<file path="config.mk">
export PLATFORM = sky130hd
export DESIGN_NAME = snake_body_ctrl
export DESIGN_NICKNAME = d
export VERILOG_FILES = /design/src/rtl/snake_body_ctrl.sv
export SDC_FILE = /design/constraint.sdc
export NUM_CORES = 1
export LEC_CHECK = 0
export ABC_AREA = 1
export CAP_MARGIN = 20
export CORE_ASPECT_RATIO = 0.75
export CORE_UTILIZATION = 40
export CTS_BUF_LIST = sky130_fd_sc_hd__clkbuf_8
export DETAILED_ROUTE_END_ITERATION = 6
export REMOVE_ABC_BUFFERS = 1
export SYNTH_ARGS = -nofsm -noshare
export SYNTH_HDL_FRONTEND = slang
export SYNTH_SLANG_ARGS = --single-unit
</file>
<file path="constraint.sdc">
create_clock -name clk -period 16.66 [get_ports clk]
set_input_delay 4.998 -clock clk [delete_from_list [all_inputs] [get_ports clk]]
set_output_delay 4.998 -clock clk [all_outputs]
set_load 0.05 [all_outputs]
</file>
<file path="src/rtl/snake_body_ctrl.sv">
// Snake game core: holds the body, moves it on step ticks, detects wall/self collisions and prey eating,
// negotiates legal prey positions with the upstream generator and answers renderer cell queries.
module snake_body_ctrl #(
    parameter int                       H_LOGIC_WIDTH = 5,
    parameter int                       V_LOGIC_WIDTH = 5,
    parameter logic [H_LOGIC_WIDTH-1:0] H_LOGIC_MAX   = 5'd31,
    parameter logic [V_LOGIC_WIDTH-1:0] V_LOGIC_MAX   = 5'd23,
    parameter int                       MAX_LEN       = 32,
    parameter int                       LEN_WIDTH     = 6,
    parameter int                       INIT_LEN      = 3,
    parameter int                       INIT_X        = 16,
    parameter int                       INIT_Y        = 12
) (
    input  logic                     clk,
    input  logic                     rst,
    input  logic                     start,
    input  logic                     step,
    input  logic [1:0]               dir,
    input  logic [H_LOGIC_WIDTH-1:0] preyx,
    input  logic [V_LOGIC_WIDTH-1:0] preyy,
    output logic                     prey_new,
    output logic                     prey_ok,
    output logic [H_LOGIC_WIDTH-1:0] headx,
    output logic [V_LOGIC_WIDTH-1:0] heady,
    output logic [LEN_WIDTH-1:0]     length,
    output logic [7:0]               score,
    output logic                     alive,
    output logic                     busy,
    input  logic [H_LOGIC_WIDTH-1:0] qx,
    input  logic [V_LOGIC_WIDTH-1:0] qy,
    output logic                     qhit
);

    localparam int IDX_W = (MAX_LEN > 1) ? $clog2(MAX_LEN) : 1;

    typedef enum logic [3:0] {
        ST_IDLE,
        ST_INIT,
        ST_PREY_REQ,
        ST_PREY_WAIT,
        ST_PREY_SCAN,
        ST_RUN,
        ST_CALC,
        ST_SCAN,
        ST_COMMIT,
        ST_DEAD
    } state_t;

    state_t                   state_q, state_d;
    logic [H_LOGIC_WIDTH-1:0] seg_x_q [MAX_LEN];
    logic [H_LOGIC_WIDTH-1:0] seg_x_d [MAX_LEN];
    logic [V_LOGIC_WIDTH-1:0] seg_y_q [MAX_LEN];
    logic [V_LOGIC_WIDTH-1:0] seg_y_d [MAX_LEN];
    logic [LEN_WIDTH-1:0]     length_q, length_d;
    logic [LEN_WIDTH-1:0]     idx_q, idx_d;
    logic [7:0]               score_q, score_d;
    logic                     alive_q, alive_d;
    logic                     prey_ok_q, prey_ok_d;
    logic                     prey_new_q, prey_new_d;
    logic                     busy_q, busy_d;
    logic                     qhit_q, qhit_d;
    logic [H_LOGIC_WIDTH-1:0] headx_q, headx_d;
    logic [V_LOGIC_WIDTH-1:0] heady_q, heady_d;
    logic [1:0]               cur_dir_q, cur_dir_d;
    logic [H_LOGIC_WIDTH-1:0] new_x_q, new_x_d;
    logic [V_LOGIC_WIDTH-1:0] new_y_q, new_y_d;
    logic                     eat_q, eat_d;
    logic [H_LOGIC_WIDTH-1:0] prey_x_q, prey_x_d;
    logic [V_LOGIC_WIDTH-1:0] prey_y_q, prey_y_d;

    logic [H_LOGIC_WIDTH-1:0] scan_x;
    logic [V_LOGIC_WIDTH-1:0] scan_y;
    logic [LEN_WIDTH-1:0]     scan_last;
    logic                     prey_range_bad;
    logic [H_LOGIC_WIDTH:0]   x_inc;
    logic [V_LOGIC_WIDTH:0]   y_inc;
    logic [H_LOGIC_WIDTH-1:0] calc_x;
    logic [V_LOGIC_WIDTH-1:0] calc_y;
    logic                     calc_wall;

    // Sequential scans share one segment mux; when not eating the tail vacates, so it is skipped.
    always_comb begin
        scan_x         = seg_x_q[idx_q[IDX_W-1:0]];
        scan_y         = seg_y_q[idx_q[IDX_W-1:0]];
        scan_last      = eat_q ? (length_q - LEN_WIDTH'(1)) : (length_q - LEN_WIDTH'(2));
        prey_range_bad = ({1'b0, preyx} > {1'b0, H_LOGIC_MAX}) ||
                         ({1'b0, preyy} > {1'b0, V_LOGIC_MAX});
    end

    // Candidate head one cell along cur_dir; the extra bit catches stepping past the far wall.
    always_comb begin
        x_inc     = {1'b0, seg_x_q[0]} + (H_LOGIC_WIDTH+1)'(1);
        y_inc     = {1'b0, seg_y_q[0]} + (V_LOGIC_WIDTH+1)'(1);
        calc_x    = seg_x_q[0];
        calc_y    = seg_y_q[0];
        calc_wall = 1'b0;
        case (cur_dir_q)
            2'b00: begin
                calc_wall = (seg_y_q[0] == '0);
                calc_y    = seg_y_q[0] - V_LOGIC_WIDTH'(1);
            end
            2'b01: begin
                calc_wall = (x_inc > {1'b0, H_LOGIC_MAX});
                calc_x    = x_inc[H_LOGIC_WIDTH-1:0];
            end
            2'b10: begin
                calc_wall = (y_inc > {1'b0, V_LOGIC_MAX});
                calc_y    = y_inc[V_LOGIC_WIDTH-1:0];
            end
            default: begin
                calc_wall = (seg_x_q[0] == '0);
                calc_x    = seg_x_q[0] - H_LOGIC_WIDTH'(1);
            end
        endcase
    end

    always_comb begin
        state_d    = state_q;
        seg_x_d    = seg_x_q;
        seg_y_d    = seg_y_q;
        length_d   = length_q;
        idx_d      = idx_q;
        score_d    = score_q;
        alive_d    = alive_q;
        prey_ok_d  = prey_ok_q;
        prey_new_d = 1'b0;
        headx_d    = headx_q;
        heady_d    = heady_q;
        cur_dir_d  = cur_dir_q;
        new_x_d    = new_x_q;
        new_y_d    = new_y_q;
        eat_d      = eat_q;
        prey_x_d   = prey_x_q;
        prey_y_d   = prey_y_q;

        case (state_q)
            ST_IDLE, ST_DEAD: begin
                if (start) begin
                    state_d = ST_INIT;
                end
            end
            ST_INIT: begin
                for (int i = 0; i < INIT_LEN; i++) begin
                    seg_x_d[i] = H_LOGIC_WIDTH'(INIT_X - i);
                    seg_y_d[i] = V_LOGIC_WIDTH'(INIT_Y);
                end
                length_d   = LEN_WIDTH'(INIT_LEN);
                headx_d    = H_LOGIC_WIDTH'(INIT_X);
                heady_d    = V_LOGIC_WIDTH'(INIT_Y);
                cur_dir_d  = 2'b01;
                score_d    = 8'd0;
                alive_d    = 1'b1;
                prey_ok_d  = 1'b0;
                prey_new_d = 1'b1;
                state_d    = ST_PREY_REQ;
            end
            ST_PREY_REQ: begin
                state_d = ST_PREY_WAIT;
            end
            ST_PREY_WAIT: begin
                idx_d   = '0;
                state_d = ST_PREY_SCAN;
            end
            ST_PREY_SCAN: begin
                if (prey_range_bad || (scan_x == preyx && scan_y == preyy)) begin
                    prey_new_d = 1'b1;
                    state_d    = ST_PREY_REQ;
                end else if (idx_q == length_q - LEN_WIDTH'(1)) begin
                    prey_ok_d = 1'b1;
                    prey_x_d  = preyx;
                    prey_y_d  = preyy;
                    state_d   = ST_RUN;
                end else begin
                    idx_d = idx_q + LEN_WIDTH'(1);
                end
            end
            ST_RUN: begin
                if (step) begin
                    // Reversing onto the neck is never allowed; opposite directions differ only in bit 1.
                    if ((dir ^ cur_dir_q) != 2'b10) begin
                        cur_dir_d = dir;
                    end
                    state_d = ST_CALC;
                end
            end
            ST_CALC: begin
                if (calc_wall) begin
                    alive_d = 1'b0;
                    state_d = ST_DEAD;
                end else begin
                    new_x_d = calc_x;
                    new_y_d = calc_y;
                    eat_d   = (calc_x == prey_x_q) && (calc_y == prey_y_q);
                    idx_d   = '0;
                    state_d = ST_SCAN;
                end
            end
            ST_SCAN: begin
                if (scan_x == new_x_q && scan_y == new_y_q) begin
                    alive_d = 1'b0;
                    state_d = ST_DEAD;
                end else if (idx_q == scan_last) begin
                    state_d = ST_COMMIT;
                end else begin
                    idx_d = idx_q + LEN_WIDTH'(1);
                end
            end
            ST_COMMIT: begin
                for (int i = 1; i < MAX_LEN; i++) begin
                    seg_x_d[i] = seg_x_q[i-1];
                    seg_y_d[i] = seg_y_q[i-1];
                end
                seg_x_d[0] = new_x_q;
                seg_y_d[0] = new_y_q;
                headx_d    = new_x_q;
                heady_d    = new_y_q;
                if (eat_q) begin
                    score_d = score_q + 8'd1;
                    if (length_q != LEN_WIDTH'(MAX_LEN)) begin
                        length_d = length_q + LEN_WIDTH'(1);
                    end
                    prey_ok_d  = 1'b0;
                    prey_new_d = 1'b1;
                    state_d    = ST_PREY_REQ;
                end else begin
                    state_d = ST_RUN;
                end
            end
            default: begin
                state_d = ST_IDLE;
            end
        endcase

        busy_d = (state_d != ST_RUN) && (state_d != ST_IDLE) && (state_d != ST_DEAD);
    end

    // Renderer query: full parallel compare so it is valid regardless of what the FSM is doing.
    always_comb begin
        qhit_d = 1'b0;
        if (state_q != ST_IDLE) begin
            for (int i = 0; i < MAX_LEN; i++) begin
                if ((LEN_WIDTH'(i) < length_q) && (seg_x_q[i] == qx) && (seg_y_q[i] == qy)) begin
                    qhit_d = 1'b1;
                end
            end
        end
    end

    always_ff @(posedge clk) begin
        if (rst) begin
            state_q    <= ST_IDLE;
            length_q   <= '0;
            idx_q      <= '0;
            score_q    <= '0;
            alive_q    <= 1'b0;
            prey_ok_q  <= 1'b0;
            prey_new_q <= 1'b0;
            busy_q     <= 1'b0;
            qhit_q     <= 1'b0;
            headx_q    <= '0;
            heady_q    <= '0;
            cur_dir_q  <= 2'b01;
            new_x_q    <= '0;
            new_y_q    <= '0;
            eat_q      <= 1'b0;
            prey_x_q   <= '0;
            prey_y_q   <= '0;
        end else begin
            state_q    <= state_d;
            length_q   <= length_d;
            idx_q      <= idx_d;
            score_q    <= score_d;
            alive_q    <= alive_d;
            prey_ok_q  <= prey_ok_d;
            prey_new_q <= prey_new_d;
            busy_q     <= busy_d;
            qhit_q     <= qhit_d;
            headx_q    <= headx_d;
            heady_q    <= heady_d;
            cur_dir_q  <= cur_dir_d;
            new_x_q    <= new_x_d;
            new_y_q    <= new_y_d;
            eat_q      <= eat_d;
            prey_x_q   <= prey_x_d;
            prey_y_q   <= prey_y_d;
        end
    end

    always_ff @(posedge clk) begin
        seg_x_q <= seg_x_d;
        seg_y_q <= seg_y_d;
    end

    assign prey_new = prey_new_q;
    assign prey_ok  = prey_ok_q;
    assign headx    = headx_q;
    assign heady    = heady_q;
    assign length   = length_q;
    assign score    = score_q;
    assign alive    = alive_q;
    assign busy     = busy_q;
    assign qhit     = qhit_q;

endmodule
</file>
==> qor.yml, run 1 <==
outcome: "complete, no violations"
max_slew_margin_pct: 22.7
wl_met2_um: 30100
cp_num_buf_inv: 1
gp_congestion: 0.943
ctsResizeCount: 0
place.port_buffers: 54
whs_path_depth: 0
die_w_um: 268
wirelength_um: 71500
root_buffer: "clkbuf_8"
grt_start_max_net_pins: 168
timing.fmax_mhz: 138
die_h_um: 202
post_cts_buffers: 0
fin_worst_skew_ns: 0.0380
synthArstFlopShare_pct: 0
cap_violations: 0
rsz0062_at_grt: "no"
synth-edff-count: 320
synthTopCellsByArea: "edfxtp_1, nand2_1, xor2_1, dfxtp_1, nand3_1"
instances_no_fill: 3131
ys_types: 46
fin_crit_ns: 7.27
antenna_cells: 0
leakagePower_nw: 8.76
synthFlopType: "edfxtp_1"
syn_to_final_growth_pct: 9.59
wl_per_cell_um: 22.8
path_clk_slew_ns: 0.06
hold_violations: 0
vdd_drop_max_mv: 0.0561
drtIter0Drc: 2512
cts_hold_buf: 0
max_stage_delay_ns: 0.92
dr_wl_met3_um: 7790
dp_cells: 3027
timing.setup.tns_ns: 0
r2r_slack_ns: 11.68
crit_path_top_delay_cell: "clkdlybuf4s50_1"
synth_area_mm2: 0.0213
hp-start: "seg_x_q[54]"
overflow: 0
clk-insertion-delay-late_ns: 0.66
path_cells: "clkdlybuf4s50_1"
min_delay_worst_endpoint: "seg_x_q[49]"
critPathKind: "register to output port"
regToRegEndpoint: "busy"
rows: 72
finalCritPeriodShare_pct: 43.6
ant_nets: 0
required_ns: 11.66
place_hpwl_um: 48700
fin_total_pwr_mw: 2.27
path_depth: 1
grt_pass1_vias: 16676
power_density_mw_per_mm2: 97.2
clk_path_buf_depth: 3
arrival_ns: 2.27
ios: 55
timing.rr.start: "idx_q[0]"
syn-mean-instance-area_um2: 8.95
synth_top_cell_by_area: "edfxtp_1"
avgViaCountPerCell: 5.61
top_layer_used: "met4"
num-nets-final: 2424
wl_met1_um: 32100
placed_area_mm2: 0.0222
cp-end-kind: "output port"
core-area_mm2: 0.0520
clock_sinks: 382
setup_viol_count_final: 0
fillCellCount: 5048
ys_seq_elements: 382
cts_tree: "done"
synth_commonest_cells: "nand2_1, edfxtp_1, inv_1, nand3_1, nor2_1"
grt_pass1_wl_um: 106000
slew_viol_final: 0
r2r_cells: 19
crit_path_start: "length[1]"
drc: 0
worst-slew-pin-transition_ns: 1.16
cts_buffers: 59
yosysSeqAreaShare_pct: 51.0
grtUsageTotal_pct: 26.3
die_area_mm2: 0.0541
stdcell_area_mm2: 0.0233
yosysTopAreaCellShare_pct: 45.2
crit_fanout: 10
firstDrtPassIters: 6
antenna_found_initial: 1
start_util_pct: 40.9
synth_cells: 2375
hold_class: "register to register"
yosysWarnings: 0
layout-drive-gt1-share_pct: 5.81
cp_top_family: "buffers and inverters"
crit_path_start_kind: "register"
htreeDepth: 2
fin_util_pct: 44.8
synth_most_common_cell: "nand2_1"
route.vias.total: 17566
==> per-stage QoR <==
| step | hold slack (ns) | worst slack [ns] |
|---|---|---|
| finish | 0.449 | 9.39 |
| global route | 0.467 | 9.34 |
| CTS | 0.453 | 9.36 |
| detailed placement | 0.438 | 9.03 |
| global placement | 0.434 | 9.11 |
| floorplan | 0.426 | 9.38 |
==> logic make-up (layout without fill, tap and decap cells) <==
group | after synthesis | count (layout) | synth area share [%]
simple gates | 1063 | 1063 | 21.5
flops | 382 | 382 | 51.0
buf+inv | 338 | 391 | 6.87
compound gates | 303 | 303 | 8.43
xor+xnor | 276 | 276 | 11.4
fa+ha+maj | 13 | 13 | 0.765
==> per-layer routing <==
metal	vias to the layer above	track usage [%]
met5	-	0
met4	0	6.12
met3	115	5.87
met2	947	38.0
met1	8456	39.4
li1	8048	-
==> layout make-up <==
class	count	area (um2)	area share, %
flip-flops and latches	382	10900	46.6
multi-input cells	1655	8950	38.4
well taps	703	880	3.77
clock buffers	62	853	3.66
inverters	211	802	3.44
repair buffers	76	668	2.87
clock inverters	42	289	1.24
==> worst max path at each step <==
stage / to / slack [ns]
after floorplan: busy / 9.38
after global placement: qhit / 9.11
after detailed placement: qhit / 9.03
after CTS: length[1] / 9.36
after global routing: length[1] / 9.34
final: length[1] / 9.39
==> sequential cells by signal (all words and copies together) (netlist names) <==
name       flops
alive          1
busy           1
cur_dir_q      2
eat_q          1
headx          5
heady          5
idx_q          6
length         6
new_x_q        5
new_y_q        5
prey_new       1
prey_ok        1
prey_x_q       5
prey_y_q       5
qhit           1
score          8
seg_x_q      160
seg_y_q      160
state_q        4
==> where the power goes <==
group / internal (mW) / switching [mW] / total [mW]
Combinational: 0.112 / 0.260 / 0.372
Clock: 0.406 / 0.394 / 0.800
Sequential: 1.05 / 0.0405 / 1.09
==> cell usage in the layout, fill, tap and decap left out, drive strengths merged, types with 13 or more instances in the layout <==
| master | instances |
|---|---|
| nand3 | 204 |
| inv | 224 |
| nand2 | 545 |
| dfxtp | 62 |
| nor2 | 198 |
| o22ai | 21 |
| o211ai | 24 |
| a21oi | 94 |
| clkinv | 24 |
| nand4 | 41 |
| buf | 32 |
| o21ai | 108 |
| nor3 | 25 |
| xnor2 | 106 |
| ha | 13 |
| xor2 | 170 |
| nor4 | 38 |
| clkdlybuf4s50 | 44 |
| edfxtp | 320 |
| clkbuf | 62 |
Power figures use the tool's default switching activity.
==> inputs of run 2 (changes only) <==
==> constraint.sdc (replaced) <==
create_clock -name clk -period 7.3 [get_ports clk]
set_input_delay 2.19 -clock clk [delete_from_list [all_inputs] [get_ports clk]]
set_output_delay 2.19 -clock clk [all_outputs]
set_load 0.05 [all_outputs]
==> run 2 against run 1 <==
  * The flow now finishes with violations (design-rule violations)
  * Clock power grew 120%
  * Critical endpoint is now busy
  * Count of clock-buffer cells in the layout grew 2
  * Non-clock buffer count grew 5
==> qor.yml, run 2 (synthesis gave the netlist of run 1 again) <==
whs_path_depth: 1  # +1
root_buffer: "clkbuf_8"
path_cells: "buf_4, buf_4, nand2_1, nand2_1, nand2_1, nand3_1, nand3_1, nand2_1, nand2_1, nand2_1, nand2_1, nor2_1, nand2_1, nor2_1, nand2_2, nand3_2, nand3_2, nor2_1, nand2_1, nand3_1, nor2_1"
arrival_ns: 5.27  # +3.00 ns
overflow: 0  # unchanged
fin_total_pwr_mw: 5.13  # +130%
avgViaCountPerCell: 5.57  # -0.70%
place_hpwl_um: 49900  # +2.5%
outcome: "finished, violations left"
crit_path_top_delay_cell: "dfxtp_4"
mostFrequentLayoutCells: "nand2_1, edfxtp_1, inv_1"
gp_congestion: 0.935  # -0.79%
r2r_cells: 21  # +2
rows: 72  # unchanged
regToRegEndpoint: "busy"
fin_util_pct: 44.9  # +0.048 points
crit_path_start_kind: "register"
drc: 2  # +2
grt_pass1_wl_um: 107000  # +0.39%
firstDrtPassIters: 7  # +1
max_slew_margin_pct: 29.7  # +7.0 points
grtUsageTotal_pct: 26.4  # +0.18 points
route.vias.total: 17499  # -0.38%
wirelength_um: 71600  # +0.11%
power_density_mw_per_mm2: 220  # +130%
grt_pass1_vias: 16436  # -1.4%
clk-insertion-delay-late_ns: 0.67  # about the same
fin_worst_skew_ns: 0.0363  # -0.00172 ns
fin_crit_ns: 4.72
hold_violations: 0  # unchanged
min_delay_worst_endpoint: "score[7]"
clock_sinks: 382  # unchanged
start_util_pct: 40.9  # unchanged
cts_buffers: 60  # +1.7%
antenna_found_initial: 0  # -1
num-nets-final: 2430  # +0.25%
final_common_cell: "nand2_1"
hold_class: "register to register"
timing.fmax_mhz: 212
ios: 55  # unchanged
hp-start: "score[7]"
cts_tree: "done"
finalCritPeriodShare_pct: 64.6
timing.rr.start: "idx_q[0]"
cap_violations: 0  # unchanged
vdd_drop_max_mv: 0.144  # +160%
rsz0062_at_grt: "no"
post_cts_buffers: 0  # unchanged
timing.setup.tns_ns: 0  # unchanged
max_stage_delay_ns: 0.81  # -0.11 ns
wl_per_cell_um: 22.8  # -0.21%
leakagePower_nw: 8.80  # +0.39%
r2r_slack_ns: 2.58  # -9.10 ns
cp-end-kind: "register"
critPathKind: "register to register"
crit_fanout: 76  # +66
worst-slew-pin-transition_ns: 1.05  # -0.105 ns
layout-drive-gt1-share_pct: 5.87  # +0.058 points
htreeDepth: 2  # unchanged
violations: "design-rule violations"
slew_viol_final: 0  # unchanged
ctsResizeCount: 0  # unchanged
timing.critical_path.mode_cell: "nand2_1"
die_w_um: 268  # unchanged
antenna_cells: 0  # unchanged
core-area_mm2: 0.0520  # unchanged
required_ns: 7.85  # -3.81 ns
die_area_mm2: 0.0541  # unchanged
setup_viol_count_final: 0  # unchanged
ant_nets: 0  # unchanged
place.port_buffers: 54  # unchanged
drtIter0Drc: 2637  # +5.0%
hold_slack_ns: 0.457  # +0.00833 ns
die_h_um: 202  # unchanged
cts_hold_buf: 0  # unchanged
grt_start_max_net_pins: 141  # -16%
clk_path_buf_depth: 3  # unchanged
path_clk_slew_ns: 0.07  # about the same
syn_to_final_growth_pct: 9.71
-- run 2: per-layer routing --
layer / vias up / part of all wire, % / global-route usage (%)
met5: - / 0 / 0
met4: 0 / 2.6 / 6.94
met3: 123 / 11 / 6.72
met2: 907 / 41 / 37.1
met1: 8392 / 46 / 39.9
li1: 8077 / - / -
-- run 2: worst max-delay path: cells and delay by family, from the launching register on --
kind	cells	cell delay (ns)
flops	1	0.81
simple gates	19	2.25
buf+inv	2	1.40
-- run 2: layout make-up --
type	instances	area, um2
clock buffer	64	881
multi-input combinational	1655	8950
timing repair buffer	81	713
clock inverter	45	241
sequential	382	10900
tap	703	880
inverter	211	802
fill	5034	28700
-- run 2: report_power, final --
group / internal [mW] / leakage [nW] / switching, mW / total, mW
Clock: 0.877 / 0.655 / 0.906 / 1.78
Combinational: 0.257 / 4.80 / 0.597 / 0.855
Sequential: 2.40 / 3.35 / 0.0895 / 2.49
-- run 2: worst max path at each step --
stage            to      from  slack [ns]  depth (start not counted)
2_1_floorplan  busy  idx_q[0]        0.02                         17
3_3_place_gp   qhit     qx[0]        2.36                         10
3_5_place_dp   qhit     qx[0]        2.34                         10
4_1_cts        busy  idx_q[0]        2.70                         21
5_1_grt        busy  idx_q[0]        2.14                         21
6_report       busy  idx_q[0]        2.58                         21
-- run 2: through the flow --
step / cell area, um2 / setup slack [ns] / std cells
floorplan: 20600 / 0.0171 / 2248
global placement: 22200 / 2.36 / 3031
detailed placement: 22200 / 2.34 / 3031
CTS: 23300 / 2.70 / 3140
global route: 23300 / 2.14 / 3141
finish: 23300 / 2.58 / 3141
